`src/rtl/shift_reg_univ.sv`:
```
// Universal WIDTH-bit shift register: hold, load, shifts, rotates, clear, plus a saturating shift counter.
// Optional SHIFT_REG_UNIV_PARITY_EN builds an XOR tree driving Parity; otherwise Parity is tied low.
module shift_reg_univ #(
  parameter int WIDTH = 8
) (
  input  logic                         Clk,
  input  logic                         Resetn,
  input  logic                         En,
  input  logic [2:0]                   Mode,
  input  logic [WIDTH-1:0]             D,
  input  logic                         SerInL,
  input  logic                         SerInR,
  output logic [WIDTH-1:0]             Q,
  output logic                         SerOutL,
  output logic                         SerOutR,
  output logic [$clog2(WIDTH+1)-1:0]   ShiftCnt,
  output logic                         Done,
  output logic                         Parity
);

  localparam int CW = $clog2(WIDTH + 1);
  localparam logic [CW-1:0] CNT_FULL = CW'(WIDTH);

  localparam logic [2:0] MODE_HOLD  = 3'b000;
  localparam logic [2:0] MODE_LOAD  = 3'b001;
  localparam logic [2:0] MODE_SHL   = 3'b010;
  localparam logic [2:0] MODE_LSR   = 3'b011;
  localparam logic [2:0] MODE_ROL   = 3'b100;
  localparam logic [2:0] MODE_ROR   = 3'b101;
  localparam logic [2:0] MODE_CLEAR = 3'b110;
  localparam logic [2:0] MODE_ASR   = 3'b111;

  logic [WIDTH-1:0] q_next;
  logic [CW-1:0]    cnt_next;
  logic             counted;

  // No handshake: Mode/D are sampled on every rising edge where En=1, back-to-back ops allowed.
  always_comb begin
    q_next   = Q;
    cnt_next = ShiftCnt;
    counted  = 1'b0;
    case (Mode)
      MODE_HOLD: ;
      MODE_LOAD: begin
        q_next   = D;
        cnt_next = '0;
      end
      MODE_SHL: begin
        q_next  = {Q[WIDTH-2:0], SerInR};
        counted = 1'b1;
      end
      MODE_LSR: begin
        q_next  = {SerInL, Q[WIDTH-1:1]};
        counted = 1'b1;
      end
      MODE_ROL: begin
        q_next  = {Q[WIDTH-2:0], Q[WIDTH-1]};
        counted = 1'b1;
      end
      MODE_ROR: begin
        q_next  = {Q[0], Q[WIDTH-1:1]};
        counted = 1'b1;
      end
      MODE_CLEAR: begin
        q_next   = '0;
        cnt_next = '0;
      end
      MODE_ASR: begin
        q_next  = {Q[WIDTH-1], Q[WIDTH-1:1]};
        counted = 1'b1;
      end
      default: ;
    endcase
    // Counter saturates at WIDTH so Done stays up while shifting continues.
    if (counted && (ShiftCnt != CNT_FULL)) begin
      cnt_next = ShiftCnt + CW'(1);
    end
  end

  always_ff @(posedge Clk) begin
    if (!Resetn) begin
      Q        <= '0;
      ShiftCnt <= '0;
      Done     <= 1'b0;
    end else if (En) begin
      Q        <= q_next;
      ShiftCnt <= cnt_next;
      Done     <= (cnt_next == CNT_FULL);
    end
  end

  assign SerOutL = Q[WIDTH-1];
  assign SerOutR = Q[0];

`ifdef SHIFT_REG_UNIV_PARITY_EN
  assign Parity = ^Q;
`else
  assign Parity = 1'b0;
`endif

endmodule

```
`config.mk`:
```
export PLATFORM = sky130hd
export DESIGN_NAME = shift_reg_univ
export DESIGN_NICKNAME = d
export VERILOG_FILES = /design/src/rtl/shift_reg_univ.sv
export SDC_FILE = /design/constraint.sdc
export NUM_CORES = 1
export LEC_CHECK = 0
export CELL_PAD_IN_SITES_DETAIL_PLACEMENT = 0
export CELL_PAD_IN_SITES_GLOBAL_PLACEMENT = 1
export CORE_ASPECT_RATIO = 1.25
export CORE_MARGIN = 2
export CORE_UTILIZATION = 30
export CTS_CLUSTER_DIAMETER = 200
export CTS_CLUSTER_SIZE = 16
export DETAILED_ROUTE_END_ITERATION = 16
export HOLD_SLACK_MARGIN = 0.06
export PLACE_DENSITY_LB_ADDON = 0.1
export RECOVER_POWER = 25
export REMOVE_ABC_BUFFERS = 1
export SETUP_SLACK_MARGIN = 0.1
export SKIP_CTS_REPAIR_TIMING = 1
export SLEW_MARGIN = 20
export SYNTH_ARGS = -nofsm -noshare
export SYNTH_HDL_FRONTEND = slang
export SYNTH_SLANG_ARGS = --single-unit
```
`constraint.sdc`:
```
create_clock -name Clk -period 2.7 [get_ports Clk]
set_clock_uncertainty 0.2 [all_clocks]
set_input_delay 0.54 -clock Clk [delete_from_list [all_inputs] [get_ports Clk]]
set_output_delay 0.54 -clock Clk [all_outputs]
set_load 0.02 [all_outputs]
```
### After elaboration in Yosys (flattened, before gate mapping)

Index checks and enable logic that the tools add are counted.

* reduce and logical (&&, ||, !) cells: 7
* equal/unequal tests: 9
* add/subtract/negate cells: 1
* mux-type cells: 4
* bitwise gates (word level): 1

Operators with widths (count)
* 8-bit one-hot mux with 7 select lines: 1
* 3-bit == test (second input constant): 4
* 4-bit two-way mux: 2
* 7-bit nonzero test: 1
* 3-bit by 2-bit == test with 1-bit output (second input constant): 2
* 6-bit nonzero test: 1
* 5-bit OR reduction: 1
* 4-bit by 1-bit adder with 4-bit output (second input constant): 1
* 4-bit == test (second input constant): 1
* 4-bit inequality test (second input constant): 1
* 3-bit by 1-bit == test with 1-bit output (second input constant): 1
* 3-bit AND reduction: 1
* 2-bit AND reduction: 1
* 2-bit OR reduction: 1
* 1-bit logical AND: 1
* 1-bit two-way mux: 1
* 1-bit NOT: 1

* word-level logic and storage cells: 26
* output and inout port bits: 16
* register bits: 13
* input port bits: 16

### Logic depth before layout (Yosys ltp)

* depth after elaboration: 6
* gate-level depth with buffers: 8
* depth with buffers taken out: 7

### Worst setup path before layout

Ideal clock, no wire load.

* kind: register -> register
* start: register ShiftCnt[0]
* end: register Done
* path buffers: 0
* setup slack: 0.591 ns
* data required time: 2.435 ns
* stages on the path, launching flop included: 8
* arrival time: 1.844 ns
* library setup time: 0.065 ns
* clock period less this slack: 2.109 ns
* cells stage by stage: dfxtp_1 -> inv_1 -> ha_1 -> and3b_1 -> or3_4 -> a311oi_2 -> a32oi_1 -> nor2b_1

* longest elaborated chain between the ends: 4
* elaborated cells between the ends (all ways): 6
* classes of those cells: add/sub (1); eq/ne (2); mux (2); reduce/logical (1)

Ends and longest elaborated chain
* from (decl): RTL line 16 `output logic [$clog2(WIDTH+1)-1:0] ShiftCnt,`
* from (signal assigned): RTL line 87 `ShiftCnt <= cnt_next;`
* branches (longest 2 deep; another with 4-bit by 1-bit adder with 4-bit output)
* 4-bit two-way mux (*): RTL line 75 `if (counted && (ShiftCnt != CNT_FULL)) begin`
* 4-bit == test (*): RTL line 88 `Done <= (cnt_next == CNT_FULL);`
* to (signal assigned): RTL line 88
* to (decl): RTL line 17 `output logic Done,`

Every way passes the cells marked *.
A chain may end at the register's enable or synchronous reset.

### Worst setup path in the final report

* start: input Mode[1]
* end: register Done

* longest elaborated chain between the ends: 6
* elaborated cells between the ends (all ways): 14
* classes of those cells: eq/ne (8); mux (3); reduce/logical (3)

Ends and longest elaborated chain
* from (decl): RTL line 9 `input logic [2:0] Mode,`
* 3-bit == test or 3-bit by 2-bit == test with 1-bit output (tied branches): RTL line 42 `case (Mode)`
* 5-bit OR reduction (no source line)
* 1-bit two-way mux: RTL line 42
* 1-bit logical AND: RTL line 75
* 4-bit two-way mux (*): RTL line 75
* 4-bit == test (*): RTL line 88

Mark *: on every way between the ends. The rest lies on a longest branch, timed or not.

==> results.md <==
* Post-synthesis cell area at 867.1 um^2
* R2R Setup Slk at 540 ps
* Setup violators final at 0
* Yosys top cell by area: dfxtp_1
* WP data required at 2720 ps
* Reg2Reg Depth at 7
* Share of the yosys chip area belonging to registers at 30.01%
* First DRT Iteration DRCs at 11
* Most frequent cells in the layout: clkdlybuf4s50_1 (24), dfxtp_1 (13), nand2_1 (9), nand3_1 (9), nor2_1 (8)
* CP Launch Point: Mode[1]
* Synth async-reset ratio at 0%
* Fin crit period at 2225 ps
* Slowest CP cell: dlygate4sd3_1
* Number of remaining DRC errors at 0
* Design Power at 489.1 uW
* Synth cell types at 38
* Startpoint Class: input pin
* Die width at 52.09 um
* Start point of the worst hold path: Done
* Critical path class: input pin to flip-flop
* Synth Flop Type: dfxtp_1
* RSZ-0062 raised after global routing: false
* DRT Pass-1 Iters at 4
* Root buffer cell: clkbuf_4
* Critical-path maximum fanout at 5
* Num rows at 21
* Final GP Congestion at 0.7559
* Clock transition at path regs at 80 ps
* Ys Warns at 0
* Diodes inserted at 0
* Syn Area/Cell at 7.883 um^2
* Top area cells in the synthesized netlist: dfxtp_1 (30%), o211a_1 (6.9%), nand3_1 (5.2%), a22oi_1 (5.2%), nand2_1 (3.9%)
* GRT Util Overall at 16.15%
* ANT nets after route at 0
* Max_cap viols at 0
* Starting Density at 32.04%
* Total wire length at 2.450 mm
* Vias per cell at 5.254
* TritonCTS Sinks at 13
* Share of cells above drive strength 1 at 7.194%
* Worst reg2reg path startpoint: ShiftCnt[0]
* Post-synth EDFFs at 0
* Min-Delay Endpoint: Done
* H-tree level count at 1
* Worst-skew pair later-pin latency at 270 ps
* Synth top area share at 30.01%
* Number of global-route vias before repair at 857
* Max VDD drop at 285.1 uV
* Hold Crit Class: flip-flop to flip-flop
* R2R Path End: Done
* Worst EP arrival at 2240 ps
* # IOs at 32
* Register bit count reported by yosys at 13
* Maximum clock insertion buffer count at 2
* Slew Limit Fails at 0
* Post-DP HPWL at 1.888 mm
* CTS tree: yes
* Num CTS Buffers at 3
* P&R area growth vs syn at 40.69%
* Total core area at 0.002706 mm^2
* F_max at 0.4495 GHz
* Final period utilization at 82.40%
* Overflow after GRT at 0
* Largest net degree at the start of global routing at 15
* Hold path cells at 2
* Vias at 909
* Die area at 0.003339 mm^2
* Element type at the critical path end: flip-flop
* Outcome: complete, no violations
* Final nets at 158
* Input/output buffers at 30
* Synth Instances at 110
* Power Dens Cells at 400.9 mW/mm^2
* Avg WL per Cell at 14.16 um
* First-pass GRT wire length at 4.050 mm
* Sum Neg Setup Slack at 0 ps
* Die Y at 64.11 um
* Slowest stage delay, CP at 600 ps
* LEAKAGE at 0.0005214 uW
* Crit-path cells: dlygate4sd3_1 > and3b_1 > or3_4 > a311oi_2 > a32oi_1 > nor2b_1
* Final Hold Vio Count at 0
* Most common cell after layout, fill and taps aside: clkdlybuf4s50_1
* Initial antenna violation count at 0
## flip-flops by register name (all words and copies together), names as in the netlist
| signal | flops |
|---|---|
| Q | 8 |
| Done | 1 |
| ShiftCnt | 4 |
## worst max-delay path by stage
| stage | end | depth (start not counted) |
|---|---|---|
| CTS | Done | 7 |
| finish | Done | 6 |
| global placement | Done | 6 |
| floorplan | Done | 7 |
| detailed placement | Done | 6 |
| global route | Done | 6 |
## cell usage after synthesis (2+ instances only)
library cell	count
and2_1	3
nand2_1	9
o21ai_0	4
xnor2_1	2
a22oi_1	6
nand3_1	9
buf_2	4
a21oi_1	5
dfxtp_1	13
o211ai_1	2
buf_4	3
nor2b_1	2
nor2_1	8
ha_1	2
clkbuf_1	4
inv_1	5
o211a_1	6
and3b_1	2
nor3_1	2
## cell type report
cell class / count / area (um^2)
sequential: 13 / 260.3
multi-input combinational: 81 / 530.5
inverter: 5 / 18.77
fill: 295 / 1486
tap: 34 / 42.54
clock buffer: 4 / 26.28
timing repair buffer: 36 / 341.6
## logic make-up (layout without fill, tap and decap cells)
family,count (synthesis),after routing,share of synthesized area (%)
flip-flops,13,13,30.01
buffers and inverters,16,45,8.802
other,1,1,0.4325
XOR/XNOR,3,3,3.031
adder cells (fa/ha/maj),2,2,2.886
AND/OR/NAND/NOR,41,41,24.68
AO/OA/AOI/OAI,34,34,30.16
## routing by layer
layer | vias up | global-route usage, % | share of wire, %
li1 | 459 | - | -
met2 | 21 | 28.16 | 54
met5 | - | 0 | 0
met4 | 0 | 3.947 | 0.69
met3 | 2 | 4.206 | 4.1
met1 | 427 | 19.17 | 41
## critical path, delay by kind of cell
| family | cells | cell delay (ps) |
|---|---|---|
| AOI/OAI and AO/OA | 2 | 410 |
| and+or+nand+nor | 3 | 690 |
| buffers and inverters | 1 | 600 |
## through the flow
stage / hold slack (ps) / utilization (%) / std cells / setup WS (ps) / area (um^2)
finish: 321.2 / 45.08 / 173 / 475.1 / 1220
global route: 377.7 / 45.08 / 173 / 376.5 / 1220
CTS: 336.3 / 45.21 / 173 / 538.9 / 1224
detailed placement: 315.9 / 44.24 / 169 / 291.6 / 1197
global placement: 322.5 / 44.24 / 169 / 342.8 / 1197
floorplan: 424.2 / - / 99 / 590.8 / 809.5
## report_power, final
| group | switching (uW) | internal (uW) |
|---|---|---|
| combinational | 72.9 | 75.7 |
| clock | 64.8 | 57.3 |
| sequential | 15.1 | 203 |
Power figures use the tool's default switching activity.
==> patch 1, RTL diff (same flow settings) <==
Register the input `SerInR` before use, without a reset. The logic sees it one clock later. The other inputs are not delayed to match.
--- a/src/rtl/shift_reg_univ.sv
+++ b/src/rtl/shift_reg_univ.sv
@@ -30,6 +30,12 @@
   localparam logic [2:0] MODE_CLEAR = 3'b110;
   localparam logic [2:0] MODE_ASR   = 3'b111;
 
+  logic SerInR_q;
+
+  always_ff @(posedge Clk) begin
+    SerInR_q <= SerInR;
+  end
+
   logic [WIDTH-1:0] q_next;
   logic [CW-1:0]    cnt_next;
   logic             counted;
@@ -46,7 +52,7 @@
         cnt_next = '0;
       end
       MODE_SHL: begin
-        q_next  = {Q[WIDTH-2:0], SerInR};
+        q_next  = {Q[WIDTH-2:0], SerInR_q};
         counted = 1'b1;
       end
       MODE_LSR: begin
Function: changed (Yosys sat finds a counterexample within 4 cycles, from zero or initial values and one cycle with Resetn low).
==> patch 1 against the unedited design <==
  * Area after synthesis increased by 11%
  * Sequential share of layout area down 0.16 points
  * Routed wire length is 11% higher
  * Synthesized cell count increased by 10%
  * Sequential cell count up 1
  * Design area is 8.5% higher
  * Worst setup slack worse by 0.073 ns
  * Total power is 23% higher
  * Critical path type unchanged
  * Critical endpoint is now Q[6]
==> patch 1: results (changes against the unedited design) <==
Vias -> 966 (+6.3%)
Post-synth top cells -> dfxtp_1, a21oi_1, nand2_1
Cells taking the most area after synthesis -> dfxtp_1, o311a_1, a21oi_1
Detail Placement HPWL -> 1990 µm (+5.2%)
Vias in the first global route -> 975 (+14%)
Critical Path Max Stage Delay -> 0.65 ns (+0.05 ns)
Met1 Use GR -> 20.8% (+1.6 points)
GR Overflow Total -> 0 (unchanged)
Status -> finished clean
Flop+latch power -> 0.000232 W (+6%)
Combinational power -> 0.000154 W (+3%)
Placed Instance Area -> 1270 µm² (+6.0%)
Seq pwr share -> 38.5% (-6.2 points)
Worst-Margin Slew -> 0.532 ns
Worst vdd ir -> 0.282 mV (-1.0%)
CTS Buffer Depth -> 2 (unchanged)
Min-Delay Path Class -> register to register
Seq/Total Area, Yosys -> 29.0% (-1.0 points)
Pin count of the biggest net entering global routing -> 17 (+2)
Drt pass-1 iters -> 4 (unchanged)
# nets final -> 168 (+6.3%)
Data arrival time of the worst path -> 2.27 ns (+0.03 ns)
Synth async-reset ratio -> 0% (unchanged)
Syn Area/Cell -> 7.98 µm² (+1.3%)
Layout cells sized above 1 -> 9.46% (+2.3 points)
Critical path's top delay family -> buffers and inverters
Synth Area in XOR/XNOR -> 0.907% (-2.1 points)
Avg WL per Cell -> 14.8 µm (+4.2%)
Mux cell area share after synthesis -> 2.59% (+2.6 points)
Worst slack, placed -> 0.127 ns (-0.164 ns)
Initial antenna violation count -> 0 (unchanged)
Crit-path max FO -> 16 (+11)
Adder-cell share of the synthesized area -> 3.89% (+1.0 points)
RePlAce Congestion -> 0.833 (+10%)
IO Port Bufs -> 30 (unchanged)
Post-layout util -> 42.2% (-2.9 points)
Vias/cell -> 5.22 (-0.62%)
Met3 Usage GRT -> 2.65% (-1.6 points)
P_leak -> 0.539 nW (+3.3%)
Switch share -> 29.5% (-1.8 points)
First-pass GRT wire length -> 4450 µm (+9.9%)
Initial DRC Count -> 17 (+6)
Slowest library cell on the worst path -> clkdlybuf4s50_1
Cts bufs inserted -> 3 (unchanged)
Synth Area in Compound Gates -> 31.9% (+1.7 points)
Root Driver -> clkbuf_8
Synth cell types -> 42 (+11%)
H-tree Lvls -> 1 (unchanged)
Synthesis Warnings -> 0 (unchanged)
ANT cells -> 0 (unchanged)
Inst Count DP -> 181 (+7.1%)
Met2 usage -> 27.2% (-0.93 points)
Gr usage total -> 16.6% (+0.47 points)
Largest regs -> Q: 8 flops, ShiftCnt: 4 flops
Clk slew on worst S/H paths -> 0.07 ns
Fill count -> 330 (+12%)
Clk Latency, worst-skew pair -> 0.25 ns (-0.02 ns)
==> patch 1: per-layer routing <==
layer	part of all wire (%)	up-vias
li1	-	496
met1	46	445
met2	49	19
met3	3.5	6
met4	2.4	0
met5	0	-
==> patch 1: worst min-delay path: stages (launching register included) <==
cell and delay, ns:
dfxtp_1 0.31, nand3_1 0.07, o31ai_2 0.06
==> patch 1: path summary, 6_finish.rpt <==
| kind | depth (start not counted) | slack (ns) | end | start |
|---|---|---|---|---|
| worst max-delay path | 5 | 0.40 | Q[6] | Mode[1] |
| worst min-delay path | 2 | 0.29 | Done | Done |
| worst max register to register | 6 | 0.76 | Done | ShiftCnt[0] |
| worst min register to register | 2 | 0.29 | Done | Done |
==> patch 1: final cells by class <==
type,count,area share [%]
Multi-Input combinational cell,89,44.2
Timing Repair Buffer,34,25.0
Inverter,7,1.98
Tap cell,37,3.50
Clock buffer,4,4.16
Sequential cell,14,21.2
==> patch 2, RTL diff (same flow settings) <==
Without the edit above. Change the parameter `WIDTH` from 8 to 16.
--- a/src/rtl/shift_reg_univ.sv
+++ b/src/rtl/shift_reg_univ.sv
@@ -1,7 +1,7 @@
 // Universal WIDTH-bit shift register: hold, load, shifts, rotates, clear, plus a saturating shift counter.
 // Optional SHIFT_REG_UNIV_PARITY_EN builds an XOR tree driving Parity; otherwise Parity is tied low.
 module shift_reg_univ #(
-  parameter int WIDTH = 8
+  parameter int WIDTH = 16
 ) (
   input  logic                         Clk,
   input  logic                         Resetn,
Interface: changed (resized D, Q and ShiftCnt); port bits go from 32 to 49. No check against the original RTL was run, so the function may have changed too.
==> patch 2 against the unedited design <==
  * Design area rose by 58%
  * Combinational power up 60%
  * Synthesized cell count is 44% higher
  * Area after synthesis is 54% higher
  * Worst setup slack got worse by 0.19 ns
  * Final cell count is 51% higher
  * Utilization fell by 0.75 points
  * Routed wire length is 73% higher
  * Total power is 74% higher
  * Sequential cell count is 9 higher
  * Highest routed layer unchanged
==> patch 2: results (changes against the unedited design) <==
Post-synth top cells -> dfxtp_1, a211oi_1, nor2_1
Slowest library cell on the worst path -> clkdlybuf4s50_1
Max-Slew Margin vs Limit -> 57.9%
Largest regs -> Q: 16 flops, ShiftCnt: 5 flops, Done: 1 flops
Worst vdd ir -> 0.206 mV (-28%)
Initial DRC Count -> 94 (+83)
Post-route DRC -> 0 (unchanged)
Synthesis Warnings -> 0 (unchanged)
Fill count -> 443 (+50%)
IO Port Bufs -> 47 (+57%)
First-pass GRT wire length -> 7030 µm (+74%)
Gr usage total -> 17.4% (+1.2 points)
Crit path kind -> input port to register
Root Driver -> clkbuf_8
Synth async-reset ratio -> 0% (unchanged)
P_leak -> 0.686 nW (+32%)
Synth Flop Type -> dfxtp_1
Placed Instance Area -> 1870 µm² (+57%)
Detail Placement HPWL -> 3100 µm (+64%)
Adder-cell share of the synthesized area -> 1.87% (-1.0 points)
Vias/cell -> 5.58 (+6.2%)
Critical Path Max Stage Delay -> 0.61 ns
Avg WL per Cell -> 16.2 µm (+15%)
Data arrival time of the worst path -> 2.39 ns (+0.15 ns)
Synth Area in XOR/XNOR -> 1.31% (-1.7 points)
Mux cell area share after synthesis -> 0% (unchanged)
Initial antenna violation count -> 0 (unchanged)
Synth Area in Compound Gates -> 34.8% (+4.6 points)
H-tree Lvls -> 1 (unchanged)
Critical path's top delay family -> buffers and inverters
Clk Latency, worst-skew pair -> 0.26 ns
Setup violators final -> 0 (unchanged)
Status -> finished clean
ANT cells -> 0 (unchanged)
Seq/Total Area, Yosys -> 32.9% (+2.9 points)
CTS Buffer Depth -> 2 (unchanged)
Cts bufs inserted -> 3 (unchanged)
Layout cells sized above 1 -> 10.8% (+3.6 points)
Drt pass-1 iters -> 5 (+1)
Clk slew on worst S/H paths -> 0.08 ns (about the same)
RePlAce Congestion -> 0.856 (+13%)
Min-Delay Path Class -> register to register
Pin count of the biggest net entering global routing -> 21 (+6)
Synth cell types -> 48 (+26%)
Cells taking the most area after synthesis -> dfxtp_1, a222oi_1, a211oi_1
Crit-path max FO -> 14 (+9)
# nets final -> 230 (+46%)
Vias in the first global route -> 1466 (+71%)
-- patch 2: cell families (layout without fill, tap and decap cells) --
group | Yosys count | after routing
xor+xnor | 2 | 2
simple gates | 46 | 46
compound gates | 60 | 60
fa+ha+maj | 2 | 2
other cells | 1 | 1
flops | 22 | 22
buf+inv | 25 | 70
-- patch 2: stage by stage --
step	instances	setup WS [ns]	TNS [ns]
2_1_floorplan	140	0.625	0
3_3_place_gp	257	-0.0784	-0.838
3_5_place_dp	257	-0.122	-1.29
4_1_cts	261	0.153	0
5_1_grt	261	0.178	0
6_report	261	0.286	0
-- patch 2: path summary, 6_finish.rpt --
kind | from | slack, ns | to | cells past startpoint
setup / recovery | Mode[2] | 0.29 | Q[2] | 6
hold / removal | Done | 0.31 | Done | 2
setup reg to reg | ShiftCnt[0] | 0.60 | Done | 6
hold reg to reg | Done | 0.31 | Done | 2
-- patch 2: cell type report --
cell class / count / area, µm² / share of cell area (%)
Multi-Input combinational cell: 111 / 777 / 40.2
Timing Repair Buffer: 59 / 561 / 29.0
Sequential cell: 22 / 440 / 22.8
Inverter: 7 / 26.3 / 1.36
Clock buffer: 4 / 55.1 / 2.85
Tap cell: 58 / 72.6 / 3.76
-- patch 2: per-layer routing --
layer	wire length (µm)	vias to the layer above	track usage, %
met5	0	-	0
met2	2160	36	31.3
met4	48	0	5.00
met1	1820	704	20.3
li1	-	713	-
met3	210	4	4.01
-- patch 2: power by group --
part | total, W | switching, W | internal (W)
Sequential | 0.000371 | 0.0000255 | 0.000345
Clock | 0.000240 | 0.000110 | 0.000130
Combinational | 0.000239 | 0.000121 | 0.000118
Total | 0.000850 | 0.000257 | 0.000593
-- patch 2: worst register-to-register path, delay by kind of cell (launching register included) --
| kind | cells | cell delay [ns] |
|---|---|---|
| AO/OA/AOI/OAI | 3 | 0.73 |
| adder cells (fa/ha/maj) | 1 | 0.22 |
| buffers and inverters | 1 | 0.12 |
| flip-flops | 1 | 0.45 |
| AND/OR/NAND/NOR | 1 | 0.28 |
